<file path="src/rtl/rx_byte_fifo.sv">
// -----------------------------------------------------------------------------
// rx_byte_fifo
//   Receive-side byte buffer for the UART receiver. A byte is captured on the
//   rising edge of the receiver's done strobe and stored in a 2**DEPTH_LOG2
//   entry FIFO. The host reads it through a first-word-fall-through
//   valid/ready interface. A byte that arrives while the FIFO is full, with
//   no pop in the same cycle, is dropped and sets a sticky overflow flag.
//
// Parameters
//   DEPTH_LOG2      log2 of FIFO depth (default 4 -> 16 entries)
//   WATERMARK       almost-full threshold in entries (only with the macro)
//
// Ports
//   clk             system clock, all logic on posedge
//   reset           asynchronous, active-high reset
//   i_rx_done       receiver byte-complete strobe (pulse or level)
//   i_rx_data       received byte, valid while i_rx_done is high
//   o_data          head-of-FIFO byte, 8'h00 when o_valid is low
//   o_valid         FIFO non-empty
//   i_ready         consumer takes o_data this cycle
//   o_count         current occupancy, 0..DEPTH
//   o_full          occupancy == DEPTH
//   o_empty         occupancy == 0
//   o_overflow      sticky overrun flag
//   i_clr_overflow  synchronous clear of o_overflow
//   o_almost_full   registered (occupancy >= WATERMARK), only with the macro
//
// Configuration macro
//   RX_FIFO_WATERMARK_EN  adds the WATERMARK parameter, the o_almost_full
//                         port and its comparator.
// -----------------------------------------------------------------------------
module rx_byte_fifo #(
  parameter int DEPTH_LOG2 = 4
`ifdef RX_FIFO_WATERMARK_EN
  , parameter int WATERMARK = 12
`endif
) (
  input  logic                  clk,
  input  logic                  reset,
  input  logic                  i_rx_done,
  input  logic [7:0]            i_rx_data,
  output logic [7:0]            o_data,
  output logic                  o_valid,
  input  logic                  i_ready,
  output logic [DEPTH_LOG2:0]   o_count,
  output logic                  o_full,
  output logic                  o_empty,
  output logic                  o_overflow,
  input  logic                  i_clr_overflow
`ifdef RX_FIFO_WATERMARK_EN
  , output logic                o_almost_full
`endif
);

  localparam int DEPTH = 2 ** DEPTH_LOG2;
  localparam int PW    = DEPTH_LOG2 + 1;

  logic [7:0]            mem [DEPTH];
  logic [PW-1:0]         wr_ptr;
  logic [PW-1:0]         rd_ptr;
  logic [PW-1:0]         count;
  logic                  r_done_d;
  logic                  push_req;
  logic                  pop;
  logic                  do_push;
  logic                  overrun;
  logic                  full;
  logic                  empty;

  // r_done_d resets to 1 so a done level already high at reset release is
  // not mistaken for a new byte.
  assign push_req = i_rx_done & ~r_done_d;

  // Pointers carry one extra wrap bit: equal pointers mean empty, equal
  // index with differing wrap bit means full.
  assign count = wr_ptr - rd_ptr;
  assign empty = (wr_ptr == rd_ptr);
  assign full  = (wr_ptr[DEPTH_LOG2] != rd_ptr[DEPTH_LOG2]) &&
                 (wr_ptr[DEPTH_LOG2-1:0] == rd_ptr[DEPTH_LOG2-1:0]);

  // A pop frees the head slot this same edge, so a full FIFO can still
  // accept a byte when the consumer reads at the same time.
  assign pop     = ~empty & i_ready;
  assign do_push = push_req & (~full | pop);
  assign overrun = push_req & full & ~pop;

  assign o_valid = ~empty;
  assign o_empty = empty;
  assign o_full  = full;
  assign o_count = count;
  assign o_data  = empty ? 8'h00 : mem[rd_ptr[DEPTH_LOG2-1:0]];

  always_ff @(posedge clk or posedge reset) begin
    if (reset) begin
      r_done_d <= 1'b1;
    end else begin
      r_done_d <= i_rx_done;
    end
  end

  // Storage is not reset; stale contents are unreachable once the
  // pointers are cleared.
  always_ff @(posedge clk) begin
    if (do_push) begin
      mem[wr_ptr[DEPTH_LOG2-1:0]] <= i_rx_data;
    end
  end

  always_ff @(posedge clk or posedge reset) begin
    if (reset) begin
      wr_ptr <= '0;
      rd_ptr <= '0;
    end else begin
      if (do_push) begin
        wr_ptr <= wr_ptr + 1'b1;
      end
      if (pop) begin
        rd_ptr <= rd_ptr + 1'b1;
      end
    end
  end

  // A new overrun takes priority over a clear in the same cycle.
  always_ff @(posedge clk or posedge reset) begin
    if (reset) begin
      o_overflow <= 1'b0;
    end else if (overrun) begin
      o_overflow <= 1'b1;
    end else if (i_clr_overflow) begin
      o_overflow <= 1'b0;
    end
  end

`ifdef RX_FIFO_WATERMARK_EN
  logic [PW-1:0] count_next;

  // Compare against the occupancy this edge will produce so the flag
  // changes on the same edge as o_count.
  assign count_next = count + PW'(do_push) - PW'(pop);

  always_ff @(posedge clk or posedge reset) begin
    if (reset) begin
      o_almost_full <= 1'b0;
    end else begin
      o_almost_full <= (count_next >= PW'(WATERMARK));
    end
  end
`endif

endmodule

</file>
<file path="config.mk">
export PLATFORM = sky130hd
export DESIGN_NAME = rx_byte_fifo
export DESIGN_NICKNAME = d
export VERILOG_FILES = /design/src/rtl/rx_byte_fifo.sv
export SDC_FILE = /design/constraint.sdc
export NUM_CORES = 1
export LEC_CHECK = 0
export BUFFER_PORTS_ARGS = -buffer_cell sky130_fd_sc_hd__buf_2
export CAP_MARGIN = 40
export CORE_AREA = 2 2 98 100
export DETAILED_ROUTE_END_ITERATION = 12
export DIE_AREA = 0 0 100 102
export GPL_TIMING_DRIVEN = 0
export PLACE_DENSITY = 0.79
export SLEW_MARGIN = 10
export SYNTH_ARGS = -nofsm -noshare
export SYNTH_HDL_FRONTEND = slang
export SYNTH_SLANG_ARGS = --single-unit
export TNS_END_PERCENT = 30
</file>
<file path="constraint.sdc">
create_clock -name clk -period 5.8 [get_ports clk]
set_clock_uncertainty 0.2 [all_clocks]
set_input_delay 0.29 -clock clk [delete_from_list [all_inputs] [get_ports clk]]
set_output_delay 0.29 -clock clk [all_outputs]
set_load 0.01 [all_outputs]
</file>
---- Word-level counts from Yosys, hierarchy flattened ----
Memories as Yosys holds them, arrays and structs flattened.
Cells that the tools add are included.
Widths: inputs -> output; s select.
storage, ports and cells
  memory bits (writable) .................. 128
  input bits .............................. 13
  output and inout port bits .............. 17
  register bits after elaboration ......... 12
  logic and storage cells ................. 28
  memories ................................ 1
operators by class
  bitwise operators ....................... 10
  $add $sub $neg .......................... 3
  reduce and logical (&&, ||, !) cells .... 2
  muxes and demuxes ....................... 5
  equal/unequal tests ..................... 3
memory list
  memory  words  width  rd ports  clocked after memory_dff  write ports  RTL line  source
  mem     16     8      1         0                         1            58        logic [7:0] mem [DEPTH];
operators by type and width
  cell                 count
  $add 5x1->5 const B  2
  $mux 8               1
  $and 1x1->1          5
  $eq 5x5->1           1
  $sub 5x5->5          1
  $eq 4x4->1           1
  $mux 1               4
  $not 1->1            4
  $reduce_bool 2->1    1
  $logic_and 1x1->1    1
  $ne 1x1->1           1
  $or 1x1->1           1

---- Depth between registers and ports, before layout ----
Gate-level depths: netlist of run 1.
  word-level depth ........................ 7
  gate-level depth with buffers ........... 9

---- Worst setup path after synthesis of run 1 ----
Ideal clock, no wire load.
  kind .................................... reg2reg
  start ................................... register rd_ptr[3]
  end ..................................... memory mem[0][0] (enable)
  clock period less this slack ............ 3.294 ns
  setup slack ............................. 2.506 ns
  stages on the path, launching flop included .. 9
  arrival time ............................ 2.711 ns
  path buffers ............................ 2
  required time ........................... 5.217 ns
  cells stage by stage .................... dfrtp_1 > clkbuf_1 > buf_2 > inv_2 > ha_1 > and4_1 > a31oi_1 > nand2_1 > nor3_1
between the ends
  longest elaborated chain between the ends .. 7
  elaborated cells between the ends (all ways) .. 10
  classes of those cells .................. eq/ne: 2; mux: 2; bitwise: 5; reduce/logical: 1
RTL lines
  what                                                   RTL line  source
  from (decl)                                            60        logic [PW-1:0] rd_ptr;
  from (signal assigned)                                 118       rd_ptr <= rd_ptr + 1'b1;
  $eq 5x5->1 / $eq 4x4->1 (equally long branches)        77, 79
  $not 1->1 / $logic_and 1x1->1 (equally long branches)  83, 78
  $and 1x1->1 / $not 1->1 (equally long branches)        83, 84
  $or 1x1->1 *                                           84        assign do_push = push_req & (~full | pop);
  $and 1x1->1 *                                          84
  $mux 1 *                                               104       if (do_push) begin
  $mux 1 (not written as such) *                         105       mem[wr_ptr[DEPTH_LOG2-1:0]] <= i_rx_data;
  to (decl)                                              58
Every way passes the cells marked *; elsewhere a longest branch is shown, timed or not.

---- Worst setup path after layout of run 1 ----
  start ................................... register rd_ptr[3]
  end ..................................... memory mem[5][7] (enable)
The elaborated chain is that of the path after synthesis.

==> impl_metrics.csv, run 1 <==
group,metric,value,unit
final_layout,multiInputGateArea,1500,µm²
clock_tree,postCtsResizedCells,0,
pwr,ir_drop,0.244,mV
setup_path,critical_path.max_fanout,10,
clock_tree,insertion_delay,0.52,ns
synth,synth_edf_count,128,
final_layout,fillCellCount,511,
synth,seq_area_frac_synth,71.7,%
clock_tree,clk_pin_slew,0.06,ns
setup_path,r2r-start,"rd_ptr[3]",
setup_path,crit_slowest_cell,"nor2_1",
outcome,status,"finished, final reports clean",
die,die_area,10200,µm²
synth,synthXorXnorAreaFrac,1.97,%
timing,rsz0062_at_grt,"false",
synth,synth_most_common_cell,"edfxtp_1",
synth,async_flop_share,8.57,%
setup_path,crit_type,"flip-flop to flip-flop",
synth,yosys_warnings,0,
timing,finalHoldViolCount,0,
synth,yosys.area_share.simple,2.77,%
clock_tree,htreeDepth,4,
timing,post-route-period-util,69.6,%
die,start_util,63.4,%
synth,synth_nets,321,
setup_path,crit_chain,"clkbuf_1 -> buf_2 -> inv_2 -> ha_1 -> and4_1 -> a31oi_1 -> nand2_1 -> nor2_1",
clock_tree,cts_made_buffers,17,
placed_design,io_buffer_count,29,
synth,synth_top_family_by_area,"multiplexers",
setup_path,cp-endpoint,"mem[5][7]",
global_routing,antenna_found_initial,0,
global_routing,grt_max_degree,17,
timing,report.final.slew_viol_count,0,
clock_tree,clock_sinks,140,
placed_design,place.gp.congestion,0.919,
synth,synthFlopType,"edfxtp_1",
synth,muxShareOfSynthArea,16.1,%
timing,period_minus_slack,4.04,ns
synth,synth_top_area_share,66.5,%
setup_path,critPathRequiredTime,5.75,ns
setup_path,critical_path.startpoint,"rd_ptr[3]",
synth,syn-mean-instance-area,19.4,µm²
synth,synth_common_cells,"edfxtp_1 (128), mux4_2 (23), nor2_1 (13)",
timing,fmax,248,MHz
global_routing,grt_pass1_wl,18.0,mm
placed_design,dpl.hpwl,7.41,mm
global_routing,globalRouteTotalUtil,25.9,%
global_routing,grt_pass1_vias,3080,
setup_path,ff2ff_setup_slack,1.76,ns
synth,synth_top_cell_by_area,"edfxtp_1",
synth,synthAdderAreaFrac,2.29,%
setup_path,r2r_end,"mem[5][7]",
hold_path,hold_path.class,"input pin to flip-flop",
global_routing,overflow,0,
die,coreArea,9110,µm²
setup_path,start_kind,"flip-flop",
final_layout,diodes,0,
final_layout,final_area,6870,µm²
synth,yosys-top-cells-area,"edfxtp_1 (67%), mux4_2 (9.0%), dfrtp_1 (4.8%)",
setup_path,crit_arrival,3.99,ns
final_layout,drive_gt1_share,30.4,%
timing,tightest_slew,0.904,ns
clock_tree,cts_root_buf,"clkbuf_8",
timing,setup_violations,0,
drt,antenna_left,0,
die,die_w,100,µm
run,maxCapViolCount,0,
die,die_h,102,µm
synth,postSynthCellCount,298,
synth,synth-compound-area-share,2.58,%
final_layout,finalNetCount,388,
drt,drt-pass1-iter-count,5,
final_layout,regArea,4150,µm²
pwr,leakage,2.44,nW
synth,synth_seq_cells,140,
setup_path,worst_setup_path_end_kind,"flip-flop",
synth,synth.distinct_cells,35,
pwr,pwr_density_cell,522,nW/µm²
drt,vias_per_cell,6.33,
placed_design,place_area,6110,µm²
timing,fin_setup_tns,0,ns
die,num_rows,35,
setup_path,ff2ff_path_depth,8,
clock_tree,clk_path_buf_depth,2,
final_layout,area_growth,18.8,%
drt,post_drt_wl_per_cell,24.6,µm
drt,drtIter0Drc,382,
synth,synth_area,5780,µm²
setup_path,cp_slowest_stage_delay,0.75,ns
drt,drt_wl_total,12.0,mm
clock_tree,cts_tree,"built",
die,io_pins,30,
drt,vias,3093,
drt,drcViolationCount,0,
clock_tree,postCtsSetupBuffers,0,
timing,slew_headroom,39.5,%
-- sequential cells by signal, indices dropped and copies added (netlist names) --
name,flops
mem,128
o_overflow,1
r_done_d,1
rd_ptr,5
wr_ptr,5
-- kinds of logic after synthesis --
family                   count (synthesis)
buffers and inverters                   25
flip-flops                             140
multiplexers                            50
XOR/XNOR                                13
adder cells (fa/ha/maj)                 10
AO/OA/AOI/OAI                           25
AND/OR/NAND/NOR                         35
-- layout make-up --
cell class | count | share of cell area, %
Buffer | 13 | 1.53
Clock buffer | 17 | 6.03
Clock inverter | 15 | 2.84
Inverter | 12 | 0.656
Multi-Input combinational cell | 133 | 21.9
Sequential cell | 140 | 60.4
Tap cell | 111 | 2.02
Timing Repair Buffer | 48 | 4.63
-- layout by cell type (no fill, tap or decap), types with 10 or more instances in the layout --
cell	n
clkbuf_16	16
dlygate4sd3_1	12
inv_1	10
edfxtp_1	128
a21oi_1	10
buf_2	33
nor2_1	13
mux4_2	23
mux2i_1	11
dfrtp_1	11
-- worst min-delay path by stage --
stage / slack (ns) / from / cells past startpoint / endpoint
after floorplan: -0.05 / reset / 1 / o_overflow
after global routing: 0.10 / i_ready / 4 / rd_ptr[0]
after detailed placement: 0.12 / reset / 2 / o_overflow
after global placement: 0.12 / reset / 2 / o_overflow
after CTS: 0.06 / i_ready / 4 / rd_ptr[0]
final: 0.08 / i_ready / 4 / rd_ptr[0]
-- timing repair --
action / in CTS / in global routing
endpoints found under the setup margin: 0 / 0
hold endpoints to repair: 142 / 0
hold buffers: 12 / 0
-- per-layer routing --
layer / GRT usage (%) / vias to the layer above / wire [µm]
li1: - / 1326 / -
met1: 34.2 / 1551 / 5060
met2: 39.2 / 186 / 5620
met3: 8.14 / 30 / 935
met4: 13.9 / 0 / 387
met5: 0 / - / 0
-- power by group --
group | switching, mW | leakage, nW | total, mW | internal [mW]
clock network | 0.418 | 0.290 | 1.12 | 0.698
logic | 0.670 | 0.856 | 1.24 | 0.566
registers | 0.0442 | 1.30 | 1.23 | 1.19
-- worst max-delay path, delay by kind of cell, from the launching register on --
kind / cells / cell delay [ns]
AND/OR/NAND/NOR: 3 / 1.29
buffers and inverters: 3 / 0.94
AO/OA/AOI/OAI: 1 / 0.52
adder cells (fa/ha/maj): 1 / 0.38
flip-flops: 1 / 0.32
-- per-stage QoR --
step	hold slack (ns)	total power [mW]	worst slack (ns)	util [%]	cells
3_3_place_gp	0.117	2.43	1.35	66.6	438
4_1_cts	0.0581	3.59	1.73	75.1	486
5_1_grt	0.103	3.73	1.55	75.4	489
3_5_place_dp	0.124	2.47	1.78	67.1	442
2_1_floorplan	-0.0460	2.10	2.51	-	298
6_report	0.0837	3.58	1.76	75.4	489
No activity file was read; power rests on OpenSTA's default activity.
==> inputs of run 2 (changes only) <==
--- a/config.mk
+++ b/config.mk
@@ -7,11 +7,11 @@
 export LEC_CHECK = 0
 export BUFFER_PORTS_ARGS = -buffer_cell sky130_fd_sc_hd__buf_2
 export CAP_MARGIN = 40
-export CORE_AREA = 2 2 98 100
+export CORE_AREA = 2 2 106 108
 export DETAILED_ROUTE_END_ITERATION = 12
-export DIE_AREA = 0 0 100 102
+export DIE_AREA = 0 0 108 110
 export GPL_TIMING_DRIVEN = 0
-export PLACE_DENSITY = 0.79
+export PLACE_DENSITY = 0.71
 export SLEW_MARGIN = 10
 export SYNTH_ARGS = -nofsm -noshare
 export SYNTH_HDL_FRONTEND = slang
==> constraint.sdc (replaced) <==
create_clock -name clk -period 3.35 [get_ports clk]
set_clock_uncertainty 0.2 [all_clocks]
set_input_delay 0.1675 -clock clk [delete_from_list [all_inputs] [get_ports clk]]
set_output_delay 0.1675 -clock clk [all_outputs]
set_load 0.01 [all_outputs]
==> impl_metrics.csv, run 2 (synthesis gave the netlist of run 1 again) <==
group,metric,value,unit
clock_tree,cts_made_buffers,17,
setup_path,worst_setup_path_end_kind,"flip-flop",
drt,wl_met1,4.60,mm
timing,fmax,304,MHz
final_layout,layout_common_cells,"edfxtp_1 (128), buf_2 (32), mux4_2 (23), clkbuf_16 (16), dlygate4sd3_1 (14)",
timing,slew_headroom,51.7,%
final_layout,finalNetCount,388,
placed_design,io_buffer_count,29,
final_layout,regArea,4150,µm²
pwr,p_total,6.20,mW
pwr,ir_drop,0.613,mV
drt,vias_per_cell,5.68,
placed_design,place.gp.congestion,0.775,
drt,maxUsedRoutingLayer,"met4",
die,die_w,108,µm
hold_path,hold_path.class,"input pin to flip-flop",
outcome,status,"finished, final reports clean",
placed_design,dpl.hpwl,6.96,mm
pwr,leakage,2.45,nW
drt,route.met3.wl,682,µm
drt,drcViolationCount,0,
clock_tree,htreeDepth,4,
drt,antenna_left,0,
setup_path,crit_type,"flip-flop to flip-flop",
drt,drt_wl_total,10.9,mm
clock_tree,insertion_delay,0.52,ns
drt,vias,2942,
drt,post_drt_wl_per_cell,20.9,µm
clock_tree,clock_sinks,140,
clock_tree,postCtsSetupBuffers,0,
drt,drtIter0Drc,245,
run,maxCapViolCount,0,
timing,finalHoldViolCount,0,
timing,fin_setup_tns,0,ns
global_routing,grt_pass1_vias,2962,
setup_path,crit_arrival,3.31,ns
setup_path,crit_slowest_cell,"a311o_1",
die,die_h,110,µm
global_routing,grt_pass1_wl,16.6,mm
die,coreArea,10700,µm²
timing,report.final.slew_viol_count,0,
timing,post-route-period-util,98.1,%
global_routing,grt_max_degree,17,
setup_path,critical_path.max_fanout,10,
die,start_util,54.0,%
drt,wl_met2,5.28,mm
timing,period_minus_slack,3.29,ns
final_layout,fillCellCount,732,
die,io_pins,30,
setup_path,crit_chain,"buf_4 -> inv_2 -> ha_1 -> and4_1 -> a311o_1 -> nor2_1 -> buf_4",
timing,setup_violations,0,
final_layout,final_util,65.2,%
final_layout,multiInputGateArea,1560,µm²
final_layout,final_common_cell,"edfxtp_1",
final_layout,fin_cells,518,
die,num_rows,38,
pwr,pwr_density_cell,889,nW/µm²
global_routing,antenna_found_initial,0,
timing,rsz0062_at_grt,"true",
global_routing,globalRouteTotalUtil,20.4,%
timing,tightest_slew,0.724,ns
setup_path,cp_slowest_stage_delay,0.52,ns
setup_path,start_kind,"flip-flop",
clock_tree,cts_root_buf,"clkbuf_8",
final_layout,largest_reg_flops,128,
clock_tree,clk_pin_slew,0.06,ns
setup_path,ff2ff_setup_slack,0.06,ns
drt,drt-pass1-iter-count,4,
placed_design,dp_cells,473,
final_layout,drive_gt1_share,33.1,%
setup_path,critPathRequiredTime,3.38,ns
global_routing,overflow,0,
clock_tree,clk_path_buf_depth,2,
clock_tree,cts_tree,"built",
die,die_area,11900,µm²
final_layout,area_growth,20.7,%
setup_path,crit_path_frequent_cell,"buf_4",
final_layout,diodes,0,
## run 2: cell count changes in the layout (fill, tap and decap cells not counted), sizes merged
cell	delta
inv	-1
dlygate4sd3	+2
buf	-1
## run 2: path summary, 6_finish.rpt
path | startpoint | endpoint | cells after the start
setup reg to reg | rd_ptr[3] | mem[15][6] | 7
max in group asynchronous | reset | rd_ptr[3] | 4
hold reg to reg | rd_ptr[4] | rd_ptr[4] | 1
min in group asynchronous | reset | o_overflow | 4
setup / recovery | rd_ptr[3] | mem[15][6] | 7
hold / removal | i_rx_done | r_done_d | 2
## run 2: layer usage
metal  track usage (%)  vias to the layer above
met5                 0                        -
met4              8.79                        0
met3              6.11                       30
met2              31.9                      101
met1              27.0                     1482
li1                  -                     1329
## run 2: power breakdown
group          leakage, nW  total [mW]  internal (mW)  switching, mW
Combinational        0.866        2.15          0.988           1.16
Clock                0.292        1.91           1.21          0.698
Sequential            1.30        2.14           2.06         0.0894
Total                 2.45        6.20           4.25           1.95
## run 2: metrics by stage
step / hold WS [ns] / worst slack, ns / cell area, µm²
after global placement: 0.00765 / -1.10 / 6100
after global routing: 0.0948 / -0.0385 / 6980
after floorplan: -0.169 / 0.0560 / 5780
after CTS: 0.0788 / -0.00101 / 6950
final: 0.110 / 0.0635 / 6980
after detailed placement: 0.00801 / -0.715 / 6160
## run 2: cell type report
| type | instances | share of cell area [%] |
|---|---|---|
| sequential | 140 | 59.4 |
| inverter | 12 | 0.646 |
| clock inverter | 14 | 2.76 |
| tap | 140 | 2.51 |
| multi-input combinational | 133 | 22.4 |
| clock buffer | 18 | 5.99 |
| buffer | 12 | 1.49 |
| timing repair buffer | 49 | 4.74 |
## run 2: repair_timing
item / 4_1_cts / 5_1_grt
hold buffers: 14 / 0
endpoints found under the setup margin: 136 / 83
gates resized for setup: 11 / 5
endpoints found under the hold margin: 150 / 0
## run 2: worst max-delay path: cells and delay by family, from the launching register on
kind	cells	cell delay [ns]
DFF	1	0.49
buffers and inverters	3	0.73
AOI/OAI and AO/OA	1	0.52
and+or+nand+nor	2	0.71
adders and majority gates	1	0.34
